## src/rtl/memoria_dados_pkg.sv

```systemverilog
// Shared definitions for the nRisc data-side responder: MMIO offsets,
// STATUS bit layout, default window base and the address decoder.
package memoria_dados_pkg;

  localparam logic [7:0] BASE_MMIO_PADRAO = 8'hF0;

  localparam logic [7:0] OFS_SAIDA     = 8'd0;
  localparam logic [7:0] OFS_ENTRADA   = 8'd1;
  localparam logic [7:0] OFS_CONTADOR  = 8'd2;
  localparam logic [7:0] OFS_FIFO_DADO = 8'd3;
  localparam logic [7:0] OFS_STATUS    = 8'd4;

  localparam int unsigned ST_VAZIO     = 0;
  localparam int unsigned ST_CHEIO     = 1;
  localparam int unsigned ST_OCUP_LSB  = 2;
  localparam int unsigned ST_OCUP_MSB  = 4;
  localparam int unsigned ST_OVERFLOW  = 7;

  typedef enum logic [2:0] {
    SEL_RAM,
    SEL_SAIDA,
    SEL_ENTRADA,
    SEL_CONTADOR,
    SEL_FIFO_DADO,
    SEL_STATUS,
    SEL_NADA
  } sel_e;

  // Maps a byte address onto the RAM or one of the MMIO registers.
  function automatic sel_e decodifica(input logic [7:0] endereco,
                                      input logic [7:0] base);
    logic [7:0] ofs;
    sel_e       sel;
    ofs = endereco - base;
    if (endereco < base) begin
      sel = SEL_RAM;
    end else begin
      case (ofs)
        OFS_SAIDA:     sel = SEL_SAIDA;
        OFS_ENTRADA:   sel = SEL_ENTRADA;
        OFS_CONTADOR:  sel = SEL_CONTADOR;
        OFS_FIFO_DADO: sel = SEL_FIFO_DADO;
        OFS_STATUS:    sel = SEL_STATUS;
        default:       sel = SEL_NADA;
      endcase
    end
    return sel;
  endfunction

endpackage

```

## src/rtl/memoria_dados_mmio_if.sv

```systemverilog
// Core data bus plus the TX byte stream, bundled for the data responder.
interface memoria_dados_mmio_if;
  logic [7:0] EnderecoDados;
  logic [7:0] DadoEscrito;
  logic       MemWrite;
  logic       MemRead;
  logic [7:0] DadoLido;
  logic [7:0] TxDado;
  logic       TxValid;
  logic       TxReady;

  modport master (
    output EnderecoDados, DadoEscrito, MemWrite, MemRead, TxReady,
    input  DadoLido, TxDado, TxValid
  );

  modport slave (
    input  EnderecoDados, DadoEscrito, MemWrite, MemRead, TxReady,
    output DadoLido, TxDado, TxValid
  );
endinterface

```

## src/rtl/memoria_dados_mmio_fifo_tx.sv

```systemverilog
// Parameterized synchronous FIFO feeding the TX stream. The head byte is
// forced to zero while empty so the stream output is clean after reset.
module fifo_tx #(
  parameter  int unsigned PROFUNDIDADE = 4,
  parameter  int unsigned LARGURA      = 8,
  localparam int unsigned LARG_PTR     = (PROFUNDIDADE > 1) ? $clog2(PROFUNDIDADE) : 1,
  localparam int unsigned LARG_OCUP    = $clog2(PROFUNDIDADE + 1)
) (
  input  logic                 Clock,
  input  logic                 Reset,
  input  logic                 push,
  input  logic [LARGURA-1:0]   dado_in,
  input  logic                 pop,
  output logic [LARGURA-1:0]   dado_out,
  output logic                 vazio,
  output logic                 cheio,
  output logic [LARG_OCUP-1:0] ocupacao
);

  localparam logic [LARG_PTR-1:0]  PTR_ULTIMO = LARG_PTR'(PROFUNDIDADE - 1);
  localparam logic [LARG_OCUP-1:0] OCUP_MAX   = LARG_OCUP'(PROFUNDIDADE);

  logic [LARGURA-1:0]   mem_q [PROFUNDIDADE];
  logic [LARG_PTR-1:0]  rd_ptr_q, rd_ptr_d;
  logic [LARG_PTR-1:0]  wr_ptr_q, wr_ptr_d;
  logic [LARG_OCUP-1:0] ocup_q, ocup_d;
  logic                 push_ok, pop_ok;

  function automatic logic [LARG_PTR-1:0] avanca(input logic [LARG_PTR-1:0] p);
    return (p == PTR_ULTIMO) ? '0 : p + LARG_PTR'(1);
  endfunction

  // Accept/pop decisions, pointer and occupancy next-state, head byte.
  always_comb begin
    vazio    = (ocup_q == '0);
    cheio    = (ocup_q == OCUP_MAX);
    pop_ok   = pop && !vazio;
    push_ok  = push && (!cheio || pop_ok);
    rd_ptr_d = pop_ok  ? avanca(rd_ptr_q) : rd_ptr_q;
    wr_ptr_d = push_ok ? avanca(wr_ptr_q) : wr_ptr_q;
    ocup_d   = ocup_q;
    case ({push_ok, pop_ok})
      2'b10:   ocup_d = ocup_q + LARG_OCUP'(1);
      2'b01:   ocup_d = ocup_q - LARG_OCUP'(1);
      default: ocup_d = ocup_q;
    endcase
    dado_out = vazio ? '0 : mem_q[rd_ptr_q];
  end

  assign ocupacao = ocup_q;

  // Pointer and occupancy registers.
  always_ff @(posedge Clock) begin
    if (!Reset) begin
      rd_ptr_q <= '0;
      wr_ptr_q <= '0;
      ocup_q   <= '0;
    end else begin
      rd_ptr_q <= rd_ptr_d;
      wr_ptr_q <= wr_ptr_d;
      ocup_q   <= ocup_d;
    end
  end

  // Storage; contents need no reset because an empty FIFO masks the head.
  always_ff @(posedge Clock) begin
    if (push_ok) begin
      mem_q[wr_ptr_q] <= dado_in;
    end
  end

endmodule

```

## src/rtl/memoria_dados_mmio.sv

```systemverilog
// Data-side responder for the 8-bit nRisc core: RAM below BASE_MMIO and an
// MMIO window with output port, synchronized input, cycle counter and TX FIFO.
module memoria_dados_mmio
  import memoria_dados_pkg::*;
#(
  parameter int unsigned PROFUNDIDADE_FIFO = 4,
  parameter logic [7:0]  BASE_MMIO         = BASE_MMIO_PADRAO
) (
  input  logic                 Clock,
  input  logic                 Reset,
  memoria_dados_mmio_if.slave  barramento,
  input  logic [7:0]           PortaEntrada,
  output logic [7:0]           PortaSaida
);

  localparam int unsigned TAM_RAM   = int'(BASE_MMIO);
  localparam int unsigned LARG_OCUP = $clog2(PROFUNDIDADE_FIFO + 1);

  sel_e                 sel;
  logic                 escrita, leitura;
  logic [7:0]           ram_q [TAM_RAM];
  logic                 ram_we;
  logic [7:0]           saida_q, saida_d;
  logic [7:0]           sinc1_q, sinc1_d;
  logic [7:0]           sinc2_q, sinc2_d;
  logic [7:0]           contador_q, contador_d;
  logic                 overflow_q, overflow_d;
  logic                 tentativa_push, fifo_pop;
  logic                 fifo_vazio, fifo_cheio;
  logic [LARG_OCUP-1:0] fifo_ocupacao;
  logic [7:0]           fifo_dado_out;
  logic [7:0]           status;

  assign sel     = decodifica(barramento.EnderecoDados, BASE_MMIO);
  assign escrita = barramento.MemWrite;
  assign leitura = barramento.MemRead;

  fifo_tx #(
    .PROFUNDIDADE (PROFUNDIDADE_FIFO),
    .LARGURA      (8)
  ) u_fifo_tx (
    .Clock    (Clock),
    .Reset    (Reset),
    .push     (tentativa_push),
    .dado_in  (barramento.DadoEscrito),
    .pop      (fifo_pop),
    .dado_out (fifo_dado_out),
    .vazio    (fifo_vazio),
    .cheio    (fifo_cheio),
    .ocupacao (fifo_ocupacao)
  );

  assign barramento.TxDado  = fifo_dado_out;
  assign barramento.TxValid = !fifo_vazio;

  // Register next-state: port, synchronizer, counter, overflow, RAM strobe.
  always_comb begin
    ram_we         = escrita && (sel == SEL_RAM) && Reset;
    saida_d        = (escrita && (sel == SEL_SAIDA)) ? barramento.DadoEscrito : saida_q;
    sinc1_d        = PortaEntrada;
    sinc2_d        = sinc1_q;
    contador_d     = (escrita && (sel == SEL_CONTADOR)) ? '0 : contador_q + 8'd1;
    tentativa_push = escrita && (sel == SEL_FIFO_DADO);
    fifo_pop       = !fifo_vazio && barramento.TxReady;
    // Setting has priority so an overflow in the clearing cycle survives.
    overflow_d     = overflow_q;
    if (leitura && (sel == SEL_STATUS)) begin
      overflow_d = 1'b0;
    end
    if (tentativa_push && fifo_cheio && !fifo_pop) begin
      overflow_d = 1'b1;
    end
  end

  // Read mux; combinational so the single-cycle core sees data the same cycle.
  always_comb begin
    status                          = '0;
    status[ST_VAZIO]                = fifo_vazio;
    status[ST_CHEIO]                = fifo_cheio;
    status[ST_OCUP_MSB:ST_OCUP_LSB] = 3'(fifo_ocupacao);
    status[ST_OVERFLOW]             = overflow_q;
    barramento.DadoLido             = '0;
    if (leitura) begin
      case (sel)
        SEL_RAM:      barramento.DadoLido = ram_q[barramento.EnderecoDados];
        SEL_SAIDA:    barramento.DadoLido = saida_q;
        SEL_ENTRADA:  barramento.DadoLido = sinc2_q;
        SEL_CONTADOR: barramento.DadoLido = contador_q;
        SEL_STATUS:   barramento.DadoLido = status;
        default:      barramento.DadoLido = '0;
      endcase
    end
  end

  // MMIO state registers with synchronous active-low reset.
  always_ff @(posedge Clock) begin
    if (!Reset) begin
      saida_q    <= '0;
      sinc1_q    <= '0;
      sinc2_q    <= '0;
      contador_q <= '0;
      overflow_q <= 1'b0;
    end else begin
      saida_q    <= saida_d;
      sinc1_q    <= sinc1_d;
      sinc2_q    <= sinc2_d;
      contador_q <= contador_d;
      overflow_q <= overflow_d;
    end
  end

  // RAM array; contents survive reset.
  always_ff @(posedge Clock) begin
    if (ram_we) begin
      ram_q[barramento.EnderecoDados] <= barramento.DadoEscrito;
    end
  end

  assign PortaSaida = saida_q;

endmodule

```

## src/flat_wrapper.sv

```systemverilog
// flat-port wrapper written by rule: the top's interface ports become plain ports
module memoria_dados_mmio_flat import memoria_dados_pkg::*;
#(
  parameter int unsigned PROFUNDIDADE_FIFO = 4,
  parameter logic [7:0]  BASE_MMIO         = BASE_MMIO_PADRAO
)
  (Clock, Reset, PortaEntrada, PortaSaida, barramento_EnderecoDados, barramento_DadoEscrito, barramento_MemWrite, barramento_MemRead, barramento_TxReady, barramento_DadoLido, barramento_TxDado, barramento_TxValid);
  memoria_dados_mmio_if barramento_i ();
  input  logic Clock;
  input  logic Reset;
  input  logic [7:0] PortaEntrada;
  output logic [7:0] PortaSaida;
  input wire logic [$bits(barramento_i.EnderecoDados)-1:0] barramento_EnderecoDados;
  input wire logic [$bits(barramento_i.DadoEscrito)-1:0] barramento_DadoEscrito;
  input wire logic [$bits(barramento_i.MemWrite)-1:0] barramento_MemWrite;
  input wire logic [$bits(barramento_i.MemRead)-1:0] barramento_MemRead;
  input wire logic [$bits(barramento_i.TxReady)-1:0] barramento_TxReady;
  output wire logic [$bits(barramento_i.DadoLido)-1:0] barramento_DadoLido;
  output wire logic [$bits(barramento_i.TxDado)-1:0] barramento_TxDado;
  output wire logic [$bits(barramento_i.TxValid)-1:0] barramento_TxValid;
  assign barramento_i.EnderecoDados = barramento_EnderecoDados;
  assign barramento_i.DadoEscrito = barramento_DadoEscrito;
  assign barramento_i.MemWrite = barramento_MemWrite;
  assign barramento_i.MemRead = barramento_MemRead;
  assign barramento_i.TxReady = barramento_TxReady;
  assign barramento_DadoLido = barramento_i.DadoLido;
  assign barramento_TxDado = barramento_i.TxDado;
  assign barramento_TxValid = barramento_i.TxValid;
  memoria_dados_mmio #(.PROFUNDIDADE_FIFO(PROFUNDIDADE_FIFO), .BASE_MMIO(BASE_MMIO)) u_core (.Clock(Clock), .Reset(Reset), .barramento(barramento_i), .PortaEntrada(PortaEntrada), .PortaSaida(PortaSaida));
endmodule
```

## config.mk

```make
export PLATFORM = sky130hd
export DESIGN_NAME = memoria_dados_mmio_flat
export DESIGN_NICKNAME = d
export VERILOG_FILES = /design/src/rtl/memoria_dados_pkg.sv /design/src/rtl/memoria_dados_mmio_if.sv /design/src/rtl/memoria_dados_mmio_fifo_tx.sv /design/src/rtl/memoria_dados_mmio.sv /design/src/flat_wrapper.sv
export SDC_FILE = /design/constraint.sdc
export NUM_CORES = 2
export LEC_CHECK = 0
export CORE_ASPECT_RATIO = 1.25
export CORE_MARGIN = 2
export CORE_UTILIZATION = 55
export DETAILED_ROUTE_END_ITERATION = 10
export GPL_TIMING_DRIVEN = 0
export PLACE_DENSITY_LB_ADDON = 0.05
export SYNTH_ARGS = -nofsm -noshare
export SYNTH_HDL_FRONTEND = slang
export SYNTH_SLANG_ARGS = --single-unit
```

## constraint.sdc

```tcl
create_clock -name Clock -period 4.1 [get_ports Clock]
set_input_delay 0.615 -clock Clock [delete_from_list [all_inputs] [get_ports Clock]]
set_output_delay 0.615 -clock Clock [all_outputs]
set_load 0.05 [all_outputs]
```

# Word-level counts from Yosys, hierarchy flattened
# Memory sizes are Yosys's and may differ from the RTL's. A register that Yosys moved wholly into a read port is not among the register bits.
# Index checks and enable logic that the tools add are counted.
# totals
output_inout_bits	25
reg_bits	40
wordCells	69
ram_bits	1952
n_memories	2
# memory_table
memory	depth	word_bits	rd	rd_clocked_by_memory_dff	write_ports	line_no	source
u_core.ram_q	240	8	1	0	1	memoria_dados_mmio.sv:21	logic [7:0] ram_q [TAM_RAM];
u_core.u_fifo_tx.mem_q	4	8	1	1	1	memoria_dados_mmio_fifo_tx.sv:23	logic [LARGURA-1:0] mem_q [PROFUNDIDADE];
# op_classes
magnitude_cmp	1
eq_ne	14
n_mux	16
n_reduce_logical	21
addsub	6
bitwise_logic	1
# op_table
op	n
$pmux W8 S5	1
$eq A8 B2 Y1 const B	2
$mux W8	2
$pmux W3 S5	1
$logic_and A1 B1 Y1	11
$eq A3 B3 Y1 const B	3
$add A8 B1 Y8 const B	1
$eq A8 B1 Y1 const B	1
$eq A8 B3 Y1 const B	1
$logic_not A8 Y1	1
$lt A8 B8 Y1 const B	1
$mux W2	4
$sub A8 B8 Y8 const B	1
$eq A2 B2 Y1 const B	3
$eq A3 B2 Y1 const B	2
$logic_not A3 Y1	2
$mux W1	6
$pmux W3 S2	1
$add A2 B1 Y2 const B	2
$reduce_bool A2 Y1	2
$add A3 B1 Y3 const B	1
$eq A3 B1 Y1 const B	1
$logic_not A1 Y1	3
$mux W3	1
other kinds (5)	5

# Depth between registers and ports, before layout
# depth
ltp_word	9
depth_mapped	15
mapped_depth_nobuf	10

# Modules after synthesis
# From an unflattened synthesis, not the netlist that was laid out.
# hier_totals
hier_cells	3622
area_unflattened_um2	77719.5
# modules_own_cells
mod	instances	area_per_inst_um2	cells_each	seq_area_each_um2
memoria_dados_mmio	1	76009.1	3516	58315.9
fifo_tx	1	1710.4	106	1141.1

# Worst setup path after synthesis
# OpenSTA, ideal clock, no wires.
# synth_path
kind	in2out
start	input barramento_EnderecoDados[0]
end	output barramento_DadoLido[1]
stages	12
arrival_ps	3553
n_path_buf	5
required_time_ps	3485
slack_ps	-68
cell_sequence	buf_6 > buf_8 > buf_6 > buf_4 > nor2b_1 > clkbuf_1 > a221oi_1 > o21ai_0 > a21oi_1 > a21oi_1 > a21o_1 > a211oi_1
# synth_between
elab_chain_cells	7
elab_cells_between_ends	17
classes_between	1 x add/sub; 1 x order compare; 8 x eq/ne; 4 x mux; 2 x reduce/logical; 1 x memory
# synth_rtl
item	line_no	source
start: declaration	flat_wrapper.sv:13	input wire logic [$bits(barramento_i.EnderecoDados)-1:0] barramento_EnderecoDados;
$sub A8 B8 Y8	memoria_dados_pkg.sv:34	ofs = endereco - base;
$eq A8 B3 Y1, or another cell as far along	memoria_dados_pkg.sv:38	case (ofs)
$pmux W3 S5	memoria_dados_pkg.sv:38	
$mux W3	memoria_dados_pkg.sv:35	if (endereco < base) begin
$eq A3 B3 Y1, or another cell as far along	memoria_dados_mmio.sv:84	case (sel)
$pmux W8 S5 (*)	memoria_dados_mmio.sv:84	
$mux W8 (*)	memoria_dados_mmio.sv:83	if (leitura) begin
end: declaration	flat_wrapper.sv:18	output wire logic [$bits(barramento_i.DadoLido)-1:0] barramento_DadoLido;
# Mark *: on every way between the ends. The rest lies on a longest branch, timed or not.

# Final worst setup path
# layout_path
start	input barramento_EnderecoDados[3]
end	memory u_core.ram_q[123][3] (enable)
# layout_between
elab_chain_cells	9
elab_cells_between_ends	14
classes_between	1 x add/sub; 1 x order compare; 4 x eq/ne; 4 x mux; 4 x reduce/logical
# layout_rtl
item	line_no	source
$sub A8 B8 Y8	memoria_dados_pkg.sv:34	
$eq A8 B3 Y1, or another cell as far along	memoria_dados_pkg.sv:38	
$pmux W3 S5	memoria_dados_pkg.sv:38	
$mux W3	memoria_dados_pkg.sv:35	
$logic_not A3 Y1	memoria_dados_mmio.sv:58	ram_we = escrita && (sel == SEL_RAM) && Reset;
$logic_and A1 B1 Y1 (2 in series)	memoria_dados_mmio.sv:58	
$mux W1	memoria_dados_mmio.sv:114	if (ram_we) begin
$mux W1 (implied by the code)	memoria_dados_mmio.sv:115	ram_q[barramento.EnderecoDados] <= barramento.DadoEscrito;
end: declaration	memoria_dados_mmio.sv:21	
# Several ways; a longest one is shown, not always the timed one.

==> flow_summary.yaml <==
outcome:
  outcome: "complete, but fails checks"
  violations: "capacitance limit, slew limit, setup timing"
hold_path:
  hold_depth: 1
  hold_path.class: "input pin to flop"
routing:
  vias_per_cell: 7.14
  wl_met2_um: 135000
  ant_nets: 0
  avgRoutedWirePerCell_um: 48.3
  wl_met3_um: 37700
  dr.pass1.iters: 6
  drt_iter0_drc: 7981
  remaining_drc_errors: 0
  num_vias: 43900
  met1_length_um: 97500
  wl_um: 297000
  topRoutingLayerUsed: "met5"
floorplan:
  start_util_pct: 55.3
  io_pins: 54
  rows: 154
  die_area_um2: 145000
  die_h_um: 425
  die_w_um: 340
  core_um2: 141000
place:
  place_area_um2: 81100
  dp_hpwl_um: 188000
  place.port_buffers: 50
  dpl.cell_count: 5630
  gp_congestion: 1.07
layout:
  drive_above_1_share_pct: 31.3
  fin_cells: 6150
  area_delta_synth_final_pct: 18.8
  fill_cells: 9293
  fin_util_pct: 65.7
  nets: 4154
  design_area_um2: 92500
clocking:
  cts_tree: "yes"
  htreeDepth: 4
  cts_buffers: 187
  clk_latency_ps: 860
  clockBufferDepth: 3
  clkTransAtPathRegs_ps: 60
  cts_sinks: 1994
  cts.root.buffer_cell: "clkbuf_16"
global_route:
  grt_pass1_wl_um: 388000
  grt_pass1_vias: 42300
  gr-total-overflow: 0
  grt_antenna_before_repair: 14
  grt.total_usage_pct: 41.5
  grt_start_max_net_pins: 150
synthesis:
  avgSynthCellArea_um2: 21.1
  ys_ff_latch: 1994
  synth_flop_cell: "edfxtp_1"
  synth_edf_count: 1952
  syn_nets: 3731
  synthArstFlopShare_pct: 0
  yosysSeqAreaShare_pct: 76.4
  synth.distinct_cells: 75
  syn_area_um2: 77800
  synthesis.instances: 3694
  yosysWarningCount: 0
timing:
  final.min_clock_period_ps: 4380
  fin_ws_ps: -280
  setup-violations-final: 374
  worstMarginPinSlew_ps: 1650
  fmax_ghz: 0.228
  period_share_pct: 107
  rsz0062_at_grt: "yes"
  final_hold_viol_count: 0
  final-max-slew-violation-count: 44
  skew_ps: 14.3
  relSlewSlack_pct: -10.1
run:
  max-cap-violations: 4
power:
  power.leakage_uw: 0.0293
  power.density_nw_per_um2: 474
  peakVddDrop_mv: 0.431
critical_path:
  critPathMaxFanout: 10
  r2r.worst_path.cells: 9
  critPathLaunchType: "input pin"
  critPathSlowestCell: "nor2_1"
  path_class: "input pin to flop"
  slowest_delay_ps: 950
  crit_path_frequent_cell: "buf_4"
  worst_setup_path_end_kind: "flop"
  path_cells: "clkdlybuf4s15_2 > buf_4 > nor2b_4 > buf_4 > nand3_1 > clkbuf_2 > nor2_1"
  cp.required_ps: 4570
  cp.arrival_ps: 4850
-- cell usage after synthesis, types with 31 or more instances --
library cell / count / area (um^2)
buf_2: 58 / 290
a21oi_1: 54 / 270
dfxtp_1: 42 / 841
mux2i_1: 122 / 1220
clkbuf_1: 71 / 267
and2_1: 35 / 219
nor2_1: 286 / 1070
buf_4: 44 / 330
a22oi_1: 59 / 443
edfxtp_1: 1952 / 58600
nand3_1: 31 / 155
nand2_1: 117 / 439
mux4_2: 489 / 11000
-- metal layers --
layer,vias to the layer above,GRT usage [%]
li1,16200,-
met1,23000,51.9
met2,3724,62.7
met3,907,12.6
met4,6,29.2
met5,-,0
-- cell type report --
type / count / area [um^2] / area share, %
plain buffers: 214 / 3460 / 3.74
clock inverters: 117 / 1260 / 1.36
clock buffers: 223 / 4970 / 5.38
flip-flops and latches: 1994 / 59500 / 64.3
inverters: 20 / 104 / 0.112
multi-input cells: 1462 / 18200 / 19.7
well taps: 1872 / 2340 / 2.53
repair buffers: 238 / 2670 / 2.88
diodes: 10 / 25.0 / 0.0271
-- logic make-up after synthesis --
| group | synth area share [%] |
|---|---|
| AOI/OAI and AO/OA | 2.49 |
| and+or+nand+nor | 3.03 |
| DFF | 76.4 |
| muxes | 16.1 |
| buffers and inverters | 1.79 |
| adders and majority gates | 0.151 |
| xor gates and xnor gates | 0.0900 |
-- placed cells by master (no fill, tap or decap), types with 9 or more instances in the layout --
master,count
clkinvlp_4,11
mux2i_1,94
mux2i_2,12
clkinv_1,43
clkdlybuf4s50_1,29
buf_16,62
mux2i_4,16
nand3_1,27
a21oi_2,9
o21ai_0,16
clkbuf_16,201
buf_4,136
inv_1,17
a31oi_1,10
buf_12,81
edfxtp_1,1952
buf_6,36
buf_8,29
clkbuf_1,54
a21oi_1,39
a21boi_0,11
mux2_2,13
o211ai_1,13
mux4_2,489
nand2_1,111
nor2_4,11
clkbuf_2,15
clkinv_2,26
and2_1,34
nor2_1,270
a22oi_1,47
clkbuf_8,11
diode_2,10
nor2b_1,9
dfxtp_1,42
a22oi_2,12
bufinv_16,26
-- registers in the layout, summed over array words and instances (netlist names), named ones only --
name and flops:
u_core.sinc1_q 8, u_core.PortaSaida 8, u_core.sinc2_q 8, u_core.ram_q 1920
u_core.overflow_q 1, u_core.contador_q 8, u_core.u_fifo_tx.rd_ptr_q 2, u_core.u_fifo_tx.wr_ptr_q 2
u_core.u_fifo_tx.ocupacao 3, u_core.u_fifo_tx.mem_q 32
-- path summary, 6_finish.rpt --
kind	from	to	slack, ps
worst min-delay path	barramento_DadoEscrito[6]	u_core.ram_q[203][6]	210
worst min register to register	u_core.sinc1_q[2]	u_core.sinc2_q[2]	440
worst max register to register	u_core.u_fifo_tx.ocupacao[2]	u_core.u_fifo_tx.ocupacao[2]	1140
worst max-delay path	barramento_EnderecoDados[3]	u_core.ram_q[123][3]	-280
-- what timing repair did --
action | CTS | global route
hold buffers | 0 | 0
cloned | 1 | 0
setup endpoints to repair | 1851 | 81
pin swaps | 34 | 44
setup buffers | 142 | 31
gates resized for setup | 785 | 81
-- power by group --
group	leakage (uW)	internal, uW	switching [uW]
logic	0.00843	1200	2290
clock network	0.00303	10300	7690
registers	0.0179	22400	12.9
-- critical path: cells and delay by family --
family | cells | cell delay (ps)
AND/OR/NAND/NOR | 3 | 2270
buffers and inverters | 4 | 1870
-- per-stage QoR --
| stage | setup TNS (ps) | power (uW) | hold slack (ps) | worst slack [ps] |
|---|---|---|---|---|
| floorplan | 0 | 24000 | 412 | 19.5 |
| global placement | - | 25700 | 430 | -4610 |
| detailed placement | -4046600 | 25600 | 423 | -3940 |
| CTS | -344 | 43600 | 216 | -87.7 |
| global route | -436 | 44500 | 248 | -108 |
| finish | -40800 | 43800 | 210 | -280 |
Note: power is estimated with default switching activity, not from simulation.
